===== config.mk =====
export PLATFORM = sky130hd
export DESIGN_NAME = multdiv_ctrl
export DESIGN_NICKNAME = d
export VERILOG_FILES = /design/src/rtl/multdiv_ctrl.sv
export SDC_FILE = /design/constraint.sdc
export NUM_CORES = 1
export LEC_CHECK = 0
export CAP_MARGIN = 20
export CORE_MARGIN = 3
export CORE_UTILIZATION = 45
export CTS_CLUSTER_SIZE = 25
export DETAILED_ROUTE_END_ITERATION = 10
export PLACE_DENSITY_LB_ADDON = 0.2
export SYNTH_ARGS = -nofsm -noshare
export SYNTH_HDL_FRONTEND = slang
export SYNTH_SLANG_ARGS = --single-unit
export TNS_END_PERCENT = 10

===== constraint.sdc =====
create_clock -name clock -period 2.4 [get_ports clock]
set_input_delay 0.48 -clock clock [delete_from_list [all_inputs] [get_ports clock]]
set_output_delay 0.48 -clock clock [all_outputs]
set_load 0.01 [all_outputs]

===== src/rtl/multdiv_ctrl.sv =====
// Sequencer for a multicycle signed 32-bit multiply/divide unit sharing one external
// 32-bit adder: radix-2 Booth multiply and restoring divide on operand magnitudes.
module multdiv_ctrl (
    input  logic        clock,
    input  logic        reset_n,
    input  logic [31:0] data_operandA,
    input  logic [31:0] data_operandB,
    input  logic        ctrl_MULT,
    input  logic        ctrl_DIV,
    output logic [31:0] data_result,
    output logic        data_exception,
    output logic        data_resultRDY,
    output logic [31:0] add_A,
    output logic [31:0] add_B,
    output logic        add_Cin,
    input  logic [31:0] add_S,
    input  logic        add_Cout
);

    typedef enum logic [2:0] {
        IDLE, M_ITER, D_ABSA, D_ABSB, D_ITER, D_SIGN, DONE
    } state_t;

    state_t      state;
    logic [4:0]  count;
    logic [31:0] hi;
    logic [31:0] lo;
    logic [31:0] mreg;
    logic        qbit;
    logic        sa;
    logic        sb;
    logic        dz;

    logic        ovf;
    logic [31:0] rshift;
    logic [31:0] mhi_next;
    logic [31:0] mlo_next;

    // hi/lo double as remainder/quotient during divide; mreg holds multiplicand or divisor.
    always_comb begin
        add_A   = '0;
        add_B   = '0;
        add_Cin = 1'b0;
        rshift  = {hi[30:0], lo[31]};
        case (state)
            M_ITER: begin
                add_A = hi;
                case ({lo[0], qbit})
                    2'b01:   add_B = mreg;
                    2'b10: begin
                        add_B   = ~mreg;
                        add_Cin = 1'b1;
                    end
                    default: add_B = '0;
                endcase
            end
            D_ABSA: begin
                add_A   = ~lo;
                add_Cin = 1'b1;
            end
            D_ABSB: begin
                add_A   = ~mreg;
                add_Cin = 1'b1;
            end
            D_ITER: begin
                add_A   = rshift;
                add_B   = ~mreg;
                add_Cin = 1'b1;
            end
            D_SIGN: begin
                add_A   = ~lo;
                add_Cin = 1'b1;
            end
            default: begin
                add_A   = '0;
                add_B   = '0;
                add_Cin = 1'b0;
            end
        endcase
    end

    // Overflow-corrected sign keeps the arithmetic shift exact when hi +/- M overflows.
    assign ovf      = (add_A[31] == add_B[31]) && (add_S[31] != add_A[31]);
    assign mhi_next = {add_S[31] ^ ovf, add_S[31:1]};
    assign mlo_next = {add_S[0], lo[31:1]};

    always_ff @(posedge clock or negedge reset_n) begin
        if (!reset_n) begin
            state          <= IDLE;
            count          <= '0;
            hi             <= '0;
            lo             <= '0;
            mreg           <= '0;
            qbit           <= 1'b0;
            sa             <= 1'b0;
            sb             <= 1'b0;
            dz             <= 1'b0;
            data_result    <= '0;
            data_exception <= 1'b0;
            data_resultRDY <= 1'b0;
        end else begin
            data_resultRDY <= 1'b0;
            if (ctrl_MULT) begin
                hi    <= '0;
                lo    <= data_operandA;
                qbit  <= 1'b0;
                mreg  <= data_operandB;
                count <= '0;
                state <= M_ITER;
            end else if (ctrl_DIV) begin
                hi    <= '0;
                lo    <= data_operandA;
                mreg  <= data_operandB;
                count <= '0;
                sa    <= data_operandA[31];
                sb    <= data_operandB[31];
                dz    <= (data_operandB == 32'd0);
                state <= (data_operandB == 32'd0) ? D_SIGN : D_ABSA;
            end else begin
                case (state)
                    M_ITER: begin
                        hi    <= mhi_next;
                        lo    <= mlo_next;
                        qbit  <= lo[0];
                        count <= count + 5'd1;
                        if (count == 5'd31) begin
                            data_result    <= mlo_next;
                            data_exception <= (mhi_next != {32{mlo_next[31]}});
                            data_resultRDY <= 1'b1;
                            state          <= DONE;
                        end
                    end
                    D_ABSA: begin
                        if (sa) lo <= add_S;
                        state <= D_ABSB;
                    end
                    D_ABSB: begin
                        if (sb) mreg <= add_S;
                        hi    <= '0;
                        count <= '0;
                        state <= D_ITER;
                    end
                    D_ITER: begin
                        if (add_Cout) begin
                            hi <= add_S;
                            lo <= {lo[30:0], 1'b1};
                        end else begin
                            hi <= rshift;
                            lo <= {lo[30:0], 1'b0};
                        end
                        count <= count + 5'd1;
                        if (count == 5'd31) state <= D_SIGN;
                    end
                    D_SIGN: begin
                        // A same-sign quotient with bit 31 set can only be 0x80000000 / -1.
                        if (dz) begin
                            data_result    <= '0;
                            data_exception <= 1'b1;
                        end else if (sa ^ sb) begin
                            data_result    <= add_S;
                            data_exception <= 1'b0;
                        end else begin
                            data_result    <= lo[31] ? 32'd0 : lo;
                            data_exception <= lo[31];
                        end
                        data_resultRDY <= 1'b1;
                        state          <= DONE;
                    end
                    DONE:    state <= IDLE;
                    default: state <= IDLE;
                endcase
            end
        end
    end

endmodule


==> results of run 1 <==
report_power, final:
part / switching, mW / leakage, nW / internal (mW) / total, mW
combinational: 1.88 / 3.80 / 1.84 / 3.72
clock: 1.10 / 0.283 / 1.56 / 2.66
sequential: 0.412 / 1.74 / 2.79 / 3.20
cell families (layout without fill, tap and decap cells):
logic type                 Yosys count  in the layout  synth area share
AOI/OAI and AO/OA                  443            443             0.336
xor gates and xnor gates             2              2           0.00245
adders and majority gates            2              2           0.00245
buffers and inverters              128            376            0.0645
DFF                                142            142             0.348
muxes                               77             77            0.0796
and+or+nand+nor                    359            359             0.167
state kept, by name, indices dropped and copies added, names as in the netlist:
name / count
mreg: 32
state: 3
data_exception: 1
data_resultRDY: 1
count: 5
data_result: 32
sa: 1
qbit: 1
dz: 1
sb: 1
lo: 32
hi: 32
layout make-up:
cell class | instances | area, um2 | share of cell area
clock buffers | 19 | 443 | 0.0320
multi-input cells | 883 | 6230 | 0.451
repair buffers | 329 | 3050 | 0.220
flip-flops and latches | 142 | 3560 | 0.257
inverters | 15 | 56.3 | 0.00407
clock inverters | 13 | 139 | 0.0100
well taps | 280 | 350 | 0.0253
per-stage QoR:
stage | hold WS, ps | instances | utilization | cell area (um2) | total power [mW]
after floorplan | 184 | 1153 | - | 10200 | 5.11
after global placement | 419 | 1618 | 0.588 | 13000 | 6.80
after detailed placement | 423 | 1618 | 0.588 | 13000 | 6.86
after CTS | 502 | 1671 | 0.621 | 13700 | 9.53
after global routing | 516 | 1681 | 0.628 | 13800 | 10.0
final | 504 | 1681 | 0.628 | 13800 | 9.57
layout by cell type, fill, tap and decap left out, drive strengths merged, types with 8 or more instances in the layout:
master,count
a2bb2oi,32
nand2,138
inv,17
nor2,129
mux2,33
nand2b,8
nor4,13
mux2i,44
o2bb2ai,31
a22o,63
a31oi,32
clkdlybuf4s50,132
a21oi,99
dfrtp,142
buf,189
o22ai,31
nor3b,32
clkbuf,24
nor3,9
o21ai,43
a211oi,32
o31ai,32
a22oi,31
worst reg2reg max path, delay by kind of cell (launching register included):
family	cells	cell delay [ps]
AOI/OAI and AO/OA	3	830
buffers and inverters	3	600
DFF	1	440
and+or+nand+nor	2	290
path summary, 6_finish.rpt:
kind	startpoint	cells after the start	endpoint
worst max-delay path	state[0]	9	add_B[2]
worst min-delay path	dz	1	dz
worst max register to register	state[2]	8	lo[7]
worst min register to register	dz	1	dz
max in group asynchronous	reset_n	3	lo[30]
min in group asynchronous	reset_n	2	mreg[17]
what timing repair did:
action | 4_1_cts | 5_1_grt
endpoints found under the hold margin | 33 | 0
pin swaps | 13 | 5
setup buffers | 17 | 9
setup endpoints to repair | 66 | 62
gates cloned | 3 | 0
gates resized for setup | 278 | 59
hold buffers | 1 | 0
layer usage:
metal,up-vias,GRT usage
met4,0,0.126
met2,535,0.524
li1,4788,-
met5,-,0
met1,5042,0.385
met3,112,0.0412
==> qor.yml, run 1 <==
cts:
  clk_lat_worst_skew_ps: 430
  clk_path_buf_depth: 2
  clkSlewWorstSetupHoldPaths_ps: 60
  tritoncts_sinks: 142
  clk_root_buffer_cell: "sky130_fd_sc_hd__clkbuf_16"
  cts_max_level: 4
  cts_tree: "done"
  cts_buffers: 17
power:
  power.density_cell_area_mw_per_mm2: 692
  peakVddDrop_v: 0.000424
  static-leakage-power_nw: 5.82
routing:
  routedWlPerCell_um: 22.7
  detail-route-antenna-nets: 0
  routed.top_layer: "met4"
  initialDrtViolationCount: 1159
  total_number_of_vias: 10500
  first_pass_iters: 6
  wl_met1_um: 15000
  drc_errors: 0
  routed_met3_length_um: 2430
  route.met2.wl_um: 19100
  vias_per_cell: 6.23
  wirelength_um: 38200
global_route:
  grt_start_max_net_pins: 66
  grt_pass1_wl_um: 58300
  antenna_found_initial: 0
  grtUsageTotal: 0.304
  gr-total-overflow: 0
  grt_pass1_vias: 10100
final_layout:
  post_route_cells_drive_above_1_share: 0.276
  insertedDiodeCount: 0
  area.growth.synth_to_final_pct: 35.5
  layout.nets: 1491
  fill_cells: 1910
sta:
  max_freq_mhz: 394
  setup_ws_ps: -137
  max_slew_margin: 0.485
  maxSlewViolCount: 0
  worst-slew-pin-transition_ps: 770
  final_min_period_over_clock_period: 1.06
  min_period_ps: 2540
  setup-tns-final_ps: -2740
  worst_clock_skew_ps: 14.3
  setup_violation_total_in_the_final_timing_report: 36
  rsz0062_at_grt: "true"
  final-hold-violation-count: 0
worst_setup_path:
  cp.buffers_inverters: 5
  worst_path_largest_cell_delay_ps: 420
  worstPathRequired_ps: 1920
  crit_type: "register to primary output"
  critPathMaxFanout: 6
  worst_setup_path_start_kind: "register"
  timing.critical_path.cells: "buf_12 -> nand2b_4 -> nor4b_4 -> buf_4 -> buf_12 -> buf_4 -> nand2_1 -> o21ai_1 -> buf_2"
  path_delay_family: "buffers and inverters"
  timing.critical_path.to_type: "primary output"
  worst_ep_arrival_time_ps: 2060
  critPathSlowestCell: "sky130_fd_sc_hd__dfrtp_2"
  regToRegSetupSlack_ps: 130
synth:
  synth.top_cell.area_share: 0.348
  yosys_warnings: 0
  avgSynthCellArea_um2: 8.85
  yosysSeqAreaShare: 0.348
  ys_top_cells_by_count: "sky130_fd_sc_hd__dfrtp_1 (142), sky130_fd_sc_hd__nand2_1 (138), sky130_fd_sc_hd__nor2_1 (125)"
  synthesized_area_mm2: 0.0102
  ys_dominant_reg_cell: "sky130_fd_sc_hd__dfrtp_1"
  synth_net_count: 1256
  synthesis.instances: 1153
  synth_enable_flop_cells: 0
  synth.most_common_cell: "sky130_fd_sc_hd__dfrtp_1"
  yosys_register_bits: 142
  ys_top_cells_by_area: "sky130_fd_sc_hd__dfrtp_1 (35%), sky130_fd_sc_hd__a22o_1 (5.4%), sky130_fd_sc_hd__nand2_1 (5.1%)"
  share_of_synthesized_flip_flops_with_an_asynchronous_set_or_reset: 1.00
  synth.largest_area_cell: "sky130_fd_sc_hd__dfrtp_1"
  distinct_cell_type_count_after_synthesis: 69
placed_design:
  post_place_worst_slack_ps: -33.2
  place.gp.congestion: 0.939
  hpwl_um: 26500
  port_buffers: 199
floorplan:
  initial_utilization: 0.463
  design.die.area_mm2: 0.0245
  fp-row-count: 54
  ios: 200
  die_h_um: 157
  die_w_um: 157
  coreArea_mm2: 0.0220
run:
  max-cap-violations: 0
min_path:
  hold_path.class: "register to register"
status:
  violations: "negative setup slack"
  status: "finished with violations"
Note: power is estimated with default switching activity, not from simulation.
==> run 2: changes to the inputs <==
--- a/config.mk
+++ b/config.mk
@@ -11,6 +11,7 @@
 export CTS_CLUSTER_SIZE = 25
 export DETAILED_ROUTE_END_ITERATION = 10
 export PLACE_DENSITY_LB_ADDON = 0.2
+export REMOVE_ABC_BUFFERS = 1
 export SYNTH_ARGS = -nofsm -noshare
 export SYNTH_HDL_FRONTEND = slang
 export SYNTH_SLANG_ARGS = --single-unit
==> run 2 against run 1 <==
  * The run still ends with negative setup slack left
  * Non-clock buffer count shrank 4
  * Worst hold slack gained 3.0 ps
  * Sequential power is essentially flat
  * Total power grew 1.4%
  * Die area is the same
  * Sequential cell count is the same
  * Clock power grew 6%
  * Sequential share of layout area grew 0.23 points
  * Setup slack gained 21 ps
  * Via count grew 2.0%
  * Final area shrank 0.90%
  * Critical path type unchanged
  * Critical endpoint is now add_B[4]
  * Largest power group unchanged
==> qor.yml, run 2 (same netlist as run 1, synthesis figures left out) <==
sta:
  setup_ws_ps: -117  # +20.8 ps
  setup_violation_total_in_the_final_timing_report: 36  # unchanged
  worst_clock_skew_ps: 16.9  # +2.52 ps
  max_freq_mhz: 397  # +0.82%
  max_slew_margin: 0.485  # about the same
  min_period_ps: 2520  # -20.8 ps
  rsz0062_at_grt: "true"
  hold_slack_final_ps: 507  # +2.96 ps
  final_min_period_over_clock_period: 1.05  # -0.00865
  final-hold-violation-count: 0  # unchanged
  worst-slew-pin-transition_ps: 771  # +0.721 ps
  setup-tns-final_ps: -1460  # +1280 ps
  maxSlewViolCount: 0  # unchanged
floorplan:
  design.die.area_mm2: 0.0245  # unchanged
  die_h_um: 157  # unchanged
  die_w_um: 157  # unchanged
  initial_utilization: 0.463  # unchanged
  fp-row-count: 54  # unchanged
  ios: 200  # unchanged
  coreArea_mm2: 0.0220  # unchanged
placed_design:
  hpwl_um: 26400  # -0.52%
  cell_area_placed_mm2: 0.0130  # +0.53%
  numPlacedInstances: 1635  # +1.1%
  place.gp.congestion: 0.919  # -2.2%
  port_buffers: 199  # unchanged
  post_place_worst_slack_ps: -111  # -77.7 ps
worst_setup_path:
  timing.critical_path.to_type: "primary output"
  worstPathRequired_ps: 1920  # about the same
  critPathMaxFanout: 7  # +1
  critical_path.most_common_cell: "sky130_fd_sc_hd__buf_12"
  cp.buffers_inverters: 5  # unchanged
  worst_ep_arrival_time_ps: 2040  # -20 ps
  worst_path_largest_cell_delay_ps: 450  # +30 ps
  crit_type: "register to primary output"
  path_delay_family: "buffers and inverters"
  worst_setup_path_start_kind: "register"
  timing.critical_path.cells: "buf_4 -> nand2b_4 -> nor4b_4 -> buf_6 -> buf_12 -> buf_12 -> nand2_2 -> o21ai_2 -> buf_2"
  critPathSlowestCell: "sky130_fd_sc_hd__dfrtp_2"
power:
  peakVddDrop_v: 0.000534  # +26%
  power.density_cell_area_mw_per_mm2: 709  # +2.3%
  finalPower_mw: 9.71  # +1.4%
  static-leakage-power_nw: 5.78  # -0.78%
final_layout:
  post_route_cells_drive_above_1_share: 0.261  # -0.0142
  finalInstanceArea_mm2: 0.0137  # -0.90%
  area.growth.synth_to_final_pct: 34.3
  finalCoreUtilization: 0.622  # -0.00562
  layout.nets: 1487  # -0.27%
  top_library_cells_by_usage_in_the_layout_fill_and_taps_aside: "sky130_fd_sc_hd__dfrtp_1 (139), sky130_fd_sc_hd__nand2_1 (133), sky130_fd_sc_hd__clkdlybuf4s50_1 (132)"
  mostFrequentLayoutCell: "sky130_fd_sc_hd__dfrtp_1"
  fill_cells: 1883  # -1.4%
  insertedDiodeCount: 0  # unchanged
  final_cell_count_no_fill: 1677  # -0.24%
status:
  violations: "negative setup slack"
  status: "finished with violations"
global_route:
  grt_pass1_wl_um: 61100  # +4.8%
  grtUsageTotal: 0.319  # +0.0144
  grt_pass1_vias: 10700  # +5.3%
  antenna_found_initial: 0  # unchanged
  gr-total-overflow: 0  # unchanged
  grt_start_max_net_pins: 70  # +6.1%
routing:
  total_number_of_vias: 10700  # +2.0%
  drc_errors: 0  # unchanged
  vias_per_cell: 6.37  # +2.2%
  initialDrtViolationCount: 987  # -15%
  routedWlPerCell_um: 23.8  # +5.0%
  first_pass_iters: 7  # +1
  wirelength_um: 40000  # +4.7%
  detail-route-antenna-nets: 0  # unchanged
cts:
  cts_max_level: 4  # unchanged
  clk_lat_worst_skew_ps: 430  # about the same
  cts_tree: "done"
  clkSlewWorstSetupHoldPaths_ps: 60  # about the same
  clk_root_buffer_cell: "sky130_fd_sc_hd__clkbuf_16"
  cts_buffers: 17  # unchanged
  clk_path_buf_depth: 2  # unchanged
  tritoncts_sinks: 142  # unchanged
run:
  max-cap-violations: 0  # unchanged
min_path:
  hold_path.class: "register to register"
-- run 2: final cells by class --
type | count | area, um2 | area share
inverters | 15 | 56.3 | 0.00411
clock inverters | 13 | 164 | 0.0120
well taps | 280 | 350 | 0.0256
multi-input cells | 883 | 6160 | 0.450
flip-flops and latches | 142 | 3560 | 0.260
repair buffers | 325 | 2970 | 0.217
clock buffers | 19 | 443 | 0.0323
-- run 2: final timing paths --
check                                        to  cells past startpoint  slack [ps]     start
worst min register to register         count[4]                      1         510  count[4]
worst max register to register            lo[7]                      9         -10  state[0]
max in group asynchronous              state[2]                      3        1130   reset_n
min in group asynchronous       data_result[13]                      2         530   reset_n
worst min-delay path                   count[4]                      1         510  count[4]
worst max-delay path                   add_B[4]                      9        -120  state[0]
-- run 2: what timing repair did --
item / in CTS / in global routing
gates resized for setup: 195 / 110
endpoints found under the setup margin: 65 / 65
setup buffers: 4 / 3
pin swaps: 2 / 8
hold buffers: 1 / 0
cloned: 1 / 1
hold endpoints to repair: 35 / 0
-- run 2: report_power, final --
part / switching (mW) / total (mW) / internal [mW]
clock: 1.14 / 2.81 / 1.67
combinational: 1.93 / 3.70 / 1.77
sequential: 0.406 / 3.19 / 2.79
total: 3.48 / 9.71 / 6.23
-- run 2: per-layer routing --
layer,vias up,part of all wire,track usage
li1,4785,-,-
met1,5173,0.41,0.426
met2,629,0.47,0.512
met3,100,0.093,0.0622
met4,0,0.034,0.122
met5,-,0,0
==> run 3: changes to the inputs <==
--- a/config.mk
+++ b/config.mk
@@ -5,6 +5,7 @@
 export SDC_FILE = /design/constraint.sdc
 export NUM_CORES = 1
 export LEC_CHECK = 0
+export ABC_AREA = 1
 export CAP_MARGIN = 20
 export CORE_MARGIN = 3
 export CORE_UTILIZATION = 45
==> constraint.sdc (replaced) <==
create_clock -name clock -period 2.8 [get_ports clock]
set_input_delay 0.56 -clock clock [delete_from_list [all_inputs] [get_ports clock]]
set_output_delay 0.56 -clock clock [all_outputs]
set_load 0.01 [all_outputs]
==> run 3 against run 2 <==
  * The run still ends with negative setup slack left
  * Sequential power down 17%
  * Combinational power decreased by 38%
  * Sequential cell count is the same
  * Critical path type unchanged
  * Critical endpoint is now add_B[31]
  * Cell count rose by 1.4%
  * Clock power decreased by 15%
  * Synthesized cell count is 7.7% higher
==> qor.yml, run 3 <==
synth:
  share_of_synthesized_flip_flops_with_an_asynchronous_set_or_reset: 1.00  # unchanged
  synth-simple-area-share: 0.195  # +0.0288
  synth.most_common_cell: "sky130_fd_sc_hd__nand2_1"
  distinct_cell_type_count_after_synthesis: 39  # -43%
  yosys_register_bits: 142  # unchanged
  ys_top_cells_by_area: "sky130_fd_sc_hd__dfrtp_1 (39%), sky130_fd_sc_hd__nand2_1 (9.9%), sky130_fd_sc_hd__o21ai_0 (7.1%)"
  ys_top_cells_by_count: "sky130_fd_sc_hd__nand2_1 (239), sky130_fd_sc_hd__dfrtp_1 (142), sky130_fd_sc_hd__o21ai_0 (129)"
  yosysSeqAreaShare: 0.393  # +0.0445
  yosys_warnings: 0  # unchanged
  synthesized_area_mm2: 0.00904  # -11%
  muxShareOfSynthArea: 0  # -0.0796
  synth_top_family_by_area: "compound AO/OA/AOI/OAI gates"
  ys_dominant_reg_cell: "sky130_fd_sc_hd__dfrtp_1"
  synthesis.instances: 1242  # +7.7%
  synth_compound_area_frac: 0.313  # -0.0224
  synth_enable_flop_cells: 0  # unchanged
  parity_gate_share_of_the_synthesized_area_counting_xor_and_xnor_cells: 0.00194  # -0.000517
  synth.top_cell.area_share: 0.393  # +0.0445
  avgSynthCellArea_um2: 7.28  # -18%
  synth.largest_area_cell: "sky130_fd_sc_hd__dfrtp_1"
  post_synth_fa_ha_maj_area_fraction: 0.00277  # +0.000313
routing:
  vias_per_cell: 6.12  # -3.9%
  routedWlPerCell_um: 21.2  # -11%
  initialDrtViolationCount: 1327  # +34%
  first_pass_iters: 6  # -1
  wirelength_um: 36100  # -9.8%
  drc_errors: 0  # unchanged
  detail-route-antenna-nets: 0  # unchanged
  total_number_of_vias: 10400  # -2.6%
worst_setup_path:
  worst_ep_arrival_time_ps: 2250  # +210 ps
  timing.critical_path.to_type: "primary output"
  crit_type: "register to primary output"
  worst_setup_path_start_kind: "register"
  critPathMaxFanout: 9  # +2
  worstPathRequired_ps: 2240  # +320 ps
floorplan:
  design.die.area_mm2: 0.0218  # -11%
  die_h_um: 148  # -5.6%
  fp-row-count: 51  # -5.6%
  die_w_um: 148  # -5.6%
  initial_utilization: 0.462  # -0.00137
  ios: 200  # unchanged
  coreArea_mm2: 0.0196  # -11%
cts:
  clkSlewWorstSetupHoldPaths_ps: 70  # about the same
  cts_tree: "done"
  cts_buffers: 17  # unchanged
  tritoncts_sinks: 142  # unchanged
  clk_path_buf_depth: 2  # unchanged
  cts_max_level: 4  # unchanged
  clk_root_buffer_cell: "sky130_fd_sc_hd__clkbuf_16"
  clk_lat_worst_skew_ps: 430  # about the same
placed_design:
  hpwl_um: 25400  # -3.7%
  cell_area_placed_mm2: 0.0114  # -13%
  post_place_worst_slack_ps: 143  # +253 ps
  port_buffers: 199  # unchanged
  place.gp.congestion: 0.976  # +6.2%
global_route:
  antenna_found_initial: 0  # unchanged
  grt_start_max_net_pins: 124  # +77%
  grt_pass1_vias: 9609  # -10%
  grt_pass1_wl_um: 55100  # -9.8%
  grtUsageTotal: 0.322  # +0.00357
  gr-total-overflow: 0  # unchanged
sta:
  min_period_ps: 2810
  worst_clock_skew_ps: 8.36  # -8.50 ps
  max_slew_margin: 0.270  # -0.215
  hold_slack_final_ps: 79.7  # -427 ps
  final_min_period_over_clock_period: 1.00
  maxSlewViolCount: 0  # unchanged
  worst-slew-pin-transition_ps: 1100  # +325 ps
  rsz0062_at_grt: "true"
  max_freq_mhz: 356
  setup-tns-final_ps: -6.32  # +1450 ps
  setup_ws_ps: -6.32  # +110 ps
  setup_violation_total_in_the_final_timing_report: 1  # -97%
  final-hold-violation-count: 0  # unchanged
min_path:
  hold_path.class: "primary input to asynchronous set/reset pin"
final_layout:
  mostFrequentLayoutCell: "sky130_fd_sc_hd__nand2_1"
  insertedDiodeCount: 0  # unchanged
  layout.nets: 1525  # +2.6%
  post_route_cells_drive_above_1_share: 0.0906  # -0.171
  top_library_cells_by_usage_in_the_layout_fill_and_taps_aside: "sky130_fd_sc_hd__nand2_1 (239), sky130_fd_sc_hd__dfrtp_1 (140), sky130_fd_sc_hd__clkdlybuf4s50_1 (134)"
  area.growth.synth_to_final_pct: 32.1
  finalInstanceArea_mm2: 0.0119  # -13%
power:
  static-leakage-power_nw: 5.13  # -11%
  power.density_cell_area_mw_per_mm2: 616  # -13%
  peakVddDrop_v: 0.000450  # -16%
run:
  max-cap-violations: 0  # unchanged
status:
  status: "finished with violations"
  violations: "negative setup slack"
## run 3: routing by layer
metal	vias up	global-route usage	part of all wire
li1	4733	-	-
met1	4855	0.483	0.42
met2	752	0.465	0.42
met3	67	0.0769	0.14
met4	0	0.0927	0.025
met5	-	0	0
## run 3: worst paths after layout
path,startpoint,endpoint,slack [ps],depth (start not counted)
worst max-delay path,state[1],add_B[31],-6,6
worst min-delay path,reset_n,mreg[27],80,1
max in group asynchronous,reset_n,mreg[23],1960,2
worst max register to register,state[0],hi[19],180,10
min in group clock,data_exception,data_exception,490,2
worst min register to register,data_exception,data_exception,490,2
## run 3: power by group
group          leakage, nW  internal, mW  switching, mW  total (mW)
Sequential            1.74          2.39          0.272        2.66
Combinational         3.10          1.03           1.27        2.30
Clock                0.288          1.43          0.973        2.40
## run 3: stage by stage
step           utilization  std cells  total power, mW
6_report             0.610       1700             7.35
3_5_place_dp         0.581       1665             5.00
3_3_place_gp         0.581       1665             4.99
4_1_cts              0.610       1699             7.31
2_1_floorplan            -       1153             3.67
5_1_grt              0.610       1700             7.65
## run 3: logic make-up (layout without fill, tap and decap cells)
| group | Yosys count | in the layout |
|---|---|---|
| buffers and inverters | 204 | 397 |
| flip-flops | 142 | 142 |
| adder cells (fa/ha/maj) | 2 | 2 |
| XOR/XNOR | 2 | 2 |
| AND/OR/NAND/NOR | 424 | 424 |
| AO/OA/AOI/OAI | 468 | 468 |
## run 3: cell type report
cell class | count | area (um2)
clock buffers | 18 | 439
well taps | 265 | 332
multi-input cells | 896 | 4660
fillers | 1822 | 7650
flip-flops and latches | 142 | 3560
inverters | 115 | 434
repair buffers | 250 | 2350
clock inverters | 14 | 166
## run 3: worst max-delay path, cell delays in order, from the launching register on
cell and delay, ps:
sky130_fd_sc_hd__dfrtp_2 450, sky130_fd_sc_hd__inv_1 100, sky130_fd_sc_hd__nand2_1 130, sky130_fd_sc_hd__nor2_4 290, sky130_fd_sc_hd__nand3_1 160, sky130_fd_sc_hd__nand2_1 140, sky130_fd_sc_hd__clkdlybuf4s50_1 550
## run 3: what timing repair did
action | CTS | global route
gates resized for setup | 68 | 48
setup endpoints to repair | 65 | 34
buffers inserted | 2 | 1
pin swaps | 0 | 1
hold buffers | 0 | 0
